$ cat config.mk
export PLATFORM = sky130hd
export DESIGN_NAME = sdram_arbiter
export DESIGN_NICKNAME = d
export VERILOG_FILES = /design/src/rtl/sdram_arbiter_pkg.sv /design/src/rtl/sdram_arbiter.sv
export SDC_FILE = /design/constraint.sdc
export NUM_CORES = 1
export LEC_CHECK = 0
export BUFFER_PORTS_ARGS = -buffer_cell sky130_fd_sc_hd__clkbuf_2
export CORE_AREA = 2 2 119 121
export DETAILED_ROUTE_END_ITERATION = 8
export DIE_AREA = 0 0 121 123
export GPL_ROUTABILITY_DRIVEN = 0
export HOLD_SLACK_MARGIN = 0.1
export SYNTH_ARGS = -nofsm -noshare
export SYNTH_HDL_FRONTEND = slang
export SYNTH_SLANG_ARGS = --single-unit
$ cat constraint.sdc
create_clock -name clk -period 2.5 [get_ports clk]
set_input_delay 0.125 -clock clk [delete_from_list [all_inputs] [get_ports clk]]
set_output_delay 0.125 -clock clk [all_outputs]
set_load 0.01 [all_outputs]
$ cat src/rtl/sdram_arbiter_pkg.sv
// Shared types for the two-port SDRAM command arbiter.
package sdram_arbiter_pkg;

    typedef enum logic [2:0] {
        ST_IDLE    = 3'd0,
        ST_GRANT_A = 3'd1,
        ST_GRANT_B = 3'd2,
        ST_WAIT_A  = 3'd3,
        ST_WAIT_B  = 3'd4
    } arb_state_t;

    typedef enum logic {
        PORT_A = 1'b0,
        PORT_B = 1'b1
    } port_sel_t;

endpackage

$ cat src/rtl/sdram_arbiter.sv
// Round-robin arbiter: grants one client port at a time to the SDRAM controller
// and routes that port's completion back to it.
module sdram_arbiter
    import sdram_arbiter_pkg::*;
#(
    parameter int unsigned ADDR_WIDTH = 32,
    parameter int unsigned DATA_WIDTH = 32
) (
    input  logic                  clk,
    input  logic                  rst,

    output logic [ADDR_WIDTH-1:0] ctrl_addr_o,
    output logic [DATA_WIDTH-1:0] ctrl_write_data_o,
    output logic                  ctrl_wr_o,
    output logic                  ctrl_rd_o,
    input  logic                  ctrl_rdy_i,
    input  logic                  ctrl_wvalid_i,
    input  logic                  ctrl_rvalid_i,
    input  logic [DATA_WIDTH-1:0] ctrl_read_data_i,

    input  logic [ADDR_WIDTH-1:0] porta_addr_i,
    input  logic [DATA_WIDTH-1:0] porta_write_data_i,
    input  logic                  porta_wr_i,
    input  logic                  porta_rd_i,
    output logic                  porta_rdy_o,
    output logic                  porta_wvalid_o,
    output logic                  porta_rvalid_o,
    output logic [DATA_WIDTH-1:0] porta_read_data_o,

    input  logic [ADDR_WIDTH-1:0] portb_addr_i,
    input  logic [DATA_WIDTH-1:0] portb_write_data_i,
    input  logic                  portb_wr_i,
    input  logic                  portb_rd_i,
    output logic                  portb_rdy_o,
    output logic                  portb_wvalid_o,
    output logic                  portb_rvalid_o,
    output logic [DATA_WIDTH-1:0] portb_read_data_o
);

    arb_state_t state_q, state_d;
    port_sel_t  last_q, last_d;
    logic       op_wr_q, op_wr_d;

    logic req_a;
    logic req_b;

    assign req_a = porta_rd_i | porta_wr_i;
    assign req_b = portb_rd_i | portb_wr_i;

    // Read data is broadcast; only the owner's rvalid qualifies it.
    assign porta_read_data_o = ctrl_read_data_i;
    assign portb_read_data_o = ctrl_read_data_i;

    always_ff @(posedge clk or posedge rst) begin
        if (rst) begin
            state_q <= ST_IDLE;
            last_q  <= PORT_B;
            op_wr_q <= 1'b0;
        end else begin
            state_q <= state_d;
            last_q  <= last_d;
            op_wr_q <= op_wr_d;
        end
    end

    always_comb begin
        state_d           = state_q;
        last_d            = last_q;
        op_wr_d           = op_wr_q;
        ctrl_addr_o       = '0;
        ctrl_write_data_o = '0;
        ctrl_wr_o         = 1'b0;
        ctrl_rd_o         = 1'b0;
        porta_rdy_o       = 1'b0;
        porta_wvalid_o    = 1'b0;
        porta_rvalid_o    = 1'b0;
        portb_rdy_o       = 1'b0;
        portb_wvalid_o    = 1'b0;
        portb_rvalid_o    = 1'b0;

        case (state_q)
            ST_IDLE: begin
                // On contention the port that was not granted last wins.
                if (req_a && (!req_b || last_q == PORT_B)) begin
                    state_d = ST_GRANT_A;
                    last_d  = PORT_A;
                end else if (req_b) begin
                    state_d = ST_GRANT_B;
                    last_d  = PORT_B;
                end
            end

            ST_GRANT_A: begin
                ctrl_addr_o       = porta_addr_i;
                ctrl_write_data_o = porta_write_data_i;
                ctrl_wr_o         = porta_wr_i;
                ctrl_rd_o         = porta_rd_i & ~porta_wr_i;
                porta_rdy_o       = ctrl_rdy_i;
                if (!req_a) begin
                    state_d = ST_IDLE;
                end else if (ctrl_rdy_i) begin
                    op_wr_d = porta_wr_i;
                    state_d = ST_WAIT_A;
                end
            end

            ST_GRANT_B: begin
                ctrl_addr_o       = portb_addr_i;
                ctrl_write_data_o = portb_write_data_i;
                ctrl_wr_o         = portb_wr_i;
                ctrl_rd_o         = portb_rd_i & ~portb_wr_i;
                portb_rdy_o       = ctrl_rdy_i;
                if (!req_b) begin
                    state_d = ST_IDLE;
                end else if (ctrl_rdy_i) begin
                    op_wr_d = portb_wr_i;
                    state_d = ST_WAIT_B;
                end
            end

            ST_WAIT_A: begin
                porta_wvalid_o = ctrl_wvalid_i;
                porta_rvalid_o = ctrl_rvalid_i;
                if (op_wr_q ? ctrl_wvalid_i : ctrl_rvalid_i) begin
                    state_d = ST_IDLE;
                end
            end

            ST_WAIT_B: begin
                portb_wvalid_o = ctrl_wvalid_i;
                portb_rvalid_o = ctrl_rvalid_i;
                if (op_wr_q ? ctrl_wvalid_i : ctrl_rvalid_i) begin
                    state_d = ST_IDLE;
                end
            end

            default: begin
                state_d = ST_IDLE;
            end
        endcase
    end

endmodule

==> flow_summary.toml <==
[status]
status = "finished clean"

[synth]
synth-simple-area-share_pct = 7.41
synth-xor-area-share_pct = 0
synth.area.top_cells = "a22o_1 (38%), buf_4 (32%), dfrtp_1 (6.6%), buf_2 (2.6%), dfstp_2 (1.7%)"
synth_top_family_by_area = "compound AO/OA/AOI/OAI gates"
yosysUniqueCellTypes = 30
synth.top_cell.area_share_pct = 38.0
yosysWarnings = 0
mappedNetlistArea_mm2 = 0.00152
yosys.area.top_type = "a22o_1"
avgSynthCellArea_um2 = 7.96
synth-compound-area-share_pct = 45.3
synth_fa_ha_area_share_pct = 0
seq_area_frac_synth_pct = 8.31
synth.area.mux_share_pct = 2.06
synth_seq_cells = 5
synthCells = 191
synth_nets = 360

[clock_tree]
cts_resized = 0
cts_buffer_depth = 2
postCtsSetupRepairBufs = 0
clk_latency_ps = 220
numCtsBuffers = 3
cts_max_level = 1
clkTransAtPathRegs_ps = 30
clock-sinks = 5
cts_root_buf = "clkbuf_16"
cts_tree = "done"

[routing]
detail_route.first_pass.iterations = 4
wl_um = 5750
wl_per_cell_um = 11.3
drt_iter0_markers = 51
ant_nets = 0
drc = 0
routed_via_density = 3.80
routed-via-count = 1926

[finish]
diodes = 0
nets = 497
final_common_cell = "clkbuf_2"
final_area_mm2 = 0.00238
drive_above_1_share_pct = 66.7
area_delta_synth_final_pct = 56.5
post_layout_nonfiller_instances = 507
mostFrequentLayoutCells = "clkbuf_2 (208), a22o_1 (66), o21ai_0 (5)"

[sta]
tightestPinTransition_ps = 471
rsz0062_at_grt = "no"
fin_worst_skew_ps = 0.994
min_period_ps = 1850
final_hold_viol_count = 0
finalSetupViolations = 0
report.final.slew_viol_count = 0
fin_setup_tns_ps = 0
maxSlewHeadroom_pct = 68.3
max_freq_mhz = 541
post-route-period-util_pct = 74.0

[place]
dp_hpwl_um = 4760
placed_area_mm2 = 0.00229
portBuffers = 208
dp.cells = 502

[grt]
first_global_vias = 1675
overflow = 0
grt_pass1_wl_um = 7730
antenna_found_initial = 0
grt_max_degree = 68
grt_usage_pct = 6.43

[floorplan]
placement_rows = 43
initial_utilization_pct = 11.2
fp.dieArea_mm2 = 0.0149
dieWidth_um = 121
num_io_pins = 305
fp.coreArea_mm2 = 0.0136
dieHeight_um = 123

[min_path]
hold_path.class = "in2out"
worstHoldEndpoint = "porta_read_data_o[24]"
min_delay_path_depth = 0
min_from = "ctrl_read_data_i[24]"

[worst_setup_path]
cp.arrival_ps = 1720
cp.required_ps = 2380
ff2ff_setup_slack_ps = 650
reg2reg_from = "state_q[2]"
rr_worst_depth = 4
cp_max_fo = 65
critPathCaptureType = "primary output"
critPathLaunchType = "flop"
r2r-end = "state_q[1]"
path_class = "reg2out"

[run]
maxCapViolCount = 0

[power]
power_density_mw_per_mm2 = 1050
vdd_drop_max_mv = 0.371
p_leak_uw = 0.00136
==> timing repair <==
action | 4_1_cts | 5_1_grt
setup endpoints to repair | 0 | 0
hold buffers | 1 | 0
hold endpoints to repair | 5 | 0
==> worst max-delay path, stage by stage, from the launching register on <==
cell,delay [ps]
dfrtp_1,450
inv_1,100
nor3_2,230
buf_12,280
a22o_1,250
clkbuf_2,150
==> cells in the mapped netlist <==
cell type / number
a22o_1: 66
buf_4: 64
buf_2: 8
clkbuf_1: 5
o21ai_0: 5
and2_1: 4
dfrtp_1: 4
inv_1: 4
nor2_1: 4
nor3_1: 3
a21oi_1: 2
buf_1: 2
mux2i_1: 2
or3b_1: 2
a2bb2oi_1: 1
a31oi_1: 1
and3b_1: 1
dfstp_2: 1
mux2_1: 1
nand2b_1: 1
nand3_1: 1
nor3b_1: 1
nor3b_2: 1
o211ai_1: 1
o211ai_2: 1
o21ai_1: 1
o21ba_2: 1
o22a_1: 1
o31ai_1: 1
o32ai_1: 1
==> where the power goes <==
group          internal, µW  total [µW]  leakage [µW]  switching, µW
clock                   211         258     0.0000382           47.5
combinational           973        2070       0.00126           1090
sequential              127         184     0.0000613           57.0
==> worst max path at each step <==
stage               start              endpoint  cells after the start
2_1_floorplan  state_q[2]            state_q[1]                      5
3_3_place_gp   state_q[2]            state_q[1]                      4
3_5_place_dp   state_q[2]            state_q[1]                      4
4_1_cts        state_q[0]  ctrl_write_data_o[7]                      5
5_1_grt        state_q[0]  ctrl_write_data_o[7]                      5
6_report       state_q[0]  ctrl_write_data_o[7]                      5
==> registers in the layout, summed over array words and instances (netlist names) <==
name,cells
state_q,3
op_wr_q,1
last_q,1
==> layer usage <==
metal	track usage (%)	up-vias	wire length, µm
li1	-	931	-
met4	2.76	0	170
met1	6.43	830	2010
met3	1.34	26	633
met2	12.7	139	2940
met5	0	-	0
==> cell type report <==
class | instances | area [µm²]
Fill cell | 1547 | 11200
Multi-Input combinational cell | 103 | 843
Timing Repair Buffer | 211 | 1090
Sequential cell | 5 | 126
Inverter | 4 | 15.0
Clock buffer | 4 | 78.8
Tap cell | 180 | 225
==> cell families (layout without fill, tap and decap cells) <==
| group | count (synthesis) | after routing |
|---|---|---|
| AO/OA/AOI/OAI | 82 | 82 |
| buffers and inverters | 83 | 219 |
| flip-flops | 5 | 5 |
| multiplexers | 3 | 3 |
| AND/OR/NAND/NOR | 18 | 18 |
==> stage by stage <==
step                      hold slack (ps)  total power [µW]  worst slack (ps)  utilization, %
after global routing                  250              2720               553            17.5
final                                 250              2510               650            17.5
after detailed placement             22.6              2270               662            16.8
after floorplan                     -97.2              1560               750               -
after global placement               17.6              2280               685            16.8
after CTS                             250              2540               603            17.5
No activity file was read; power rests on OpenSTA's default activity.
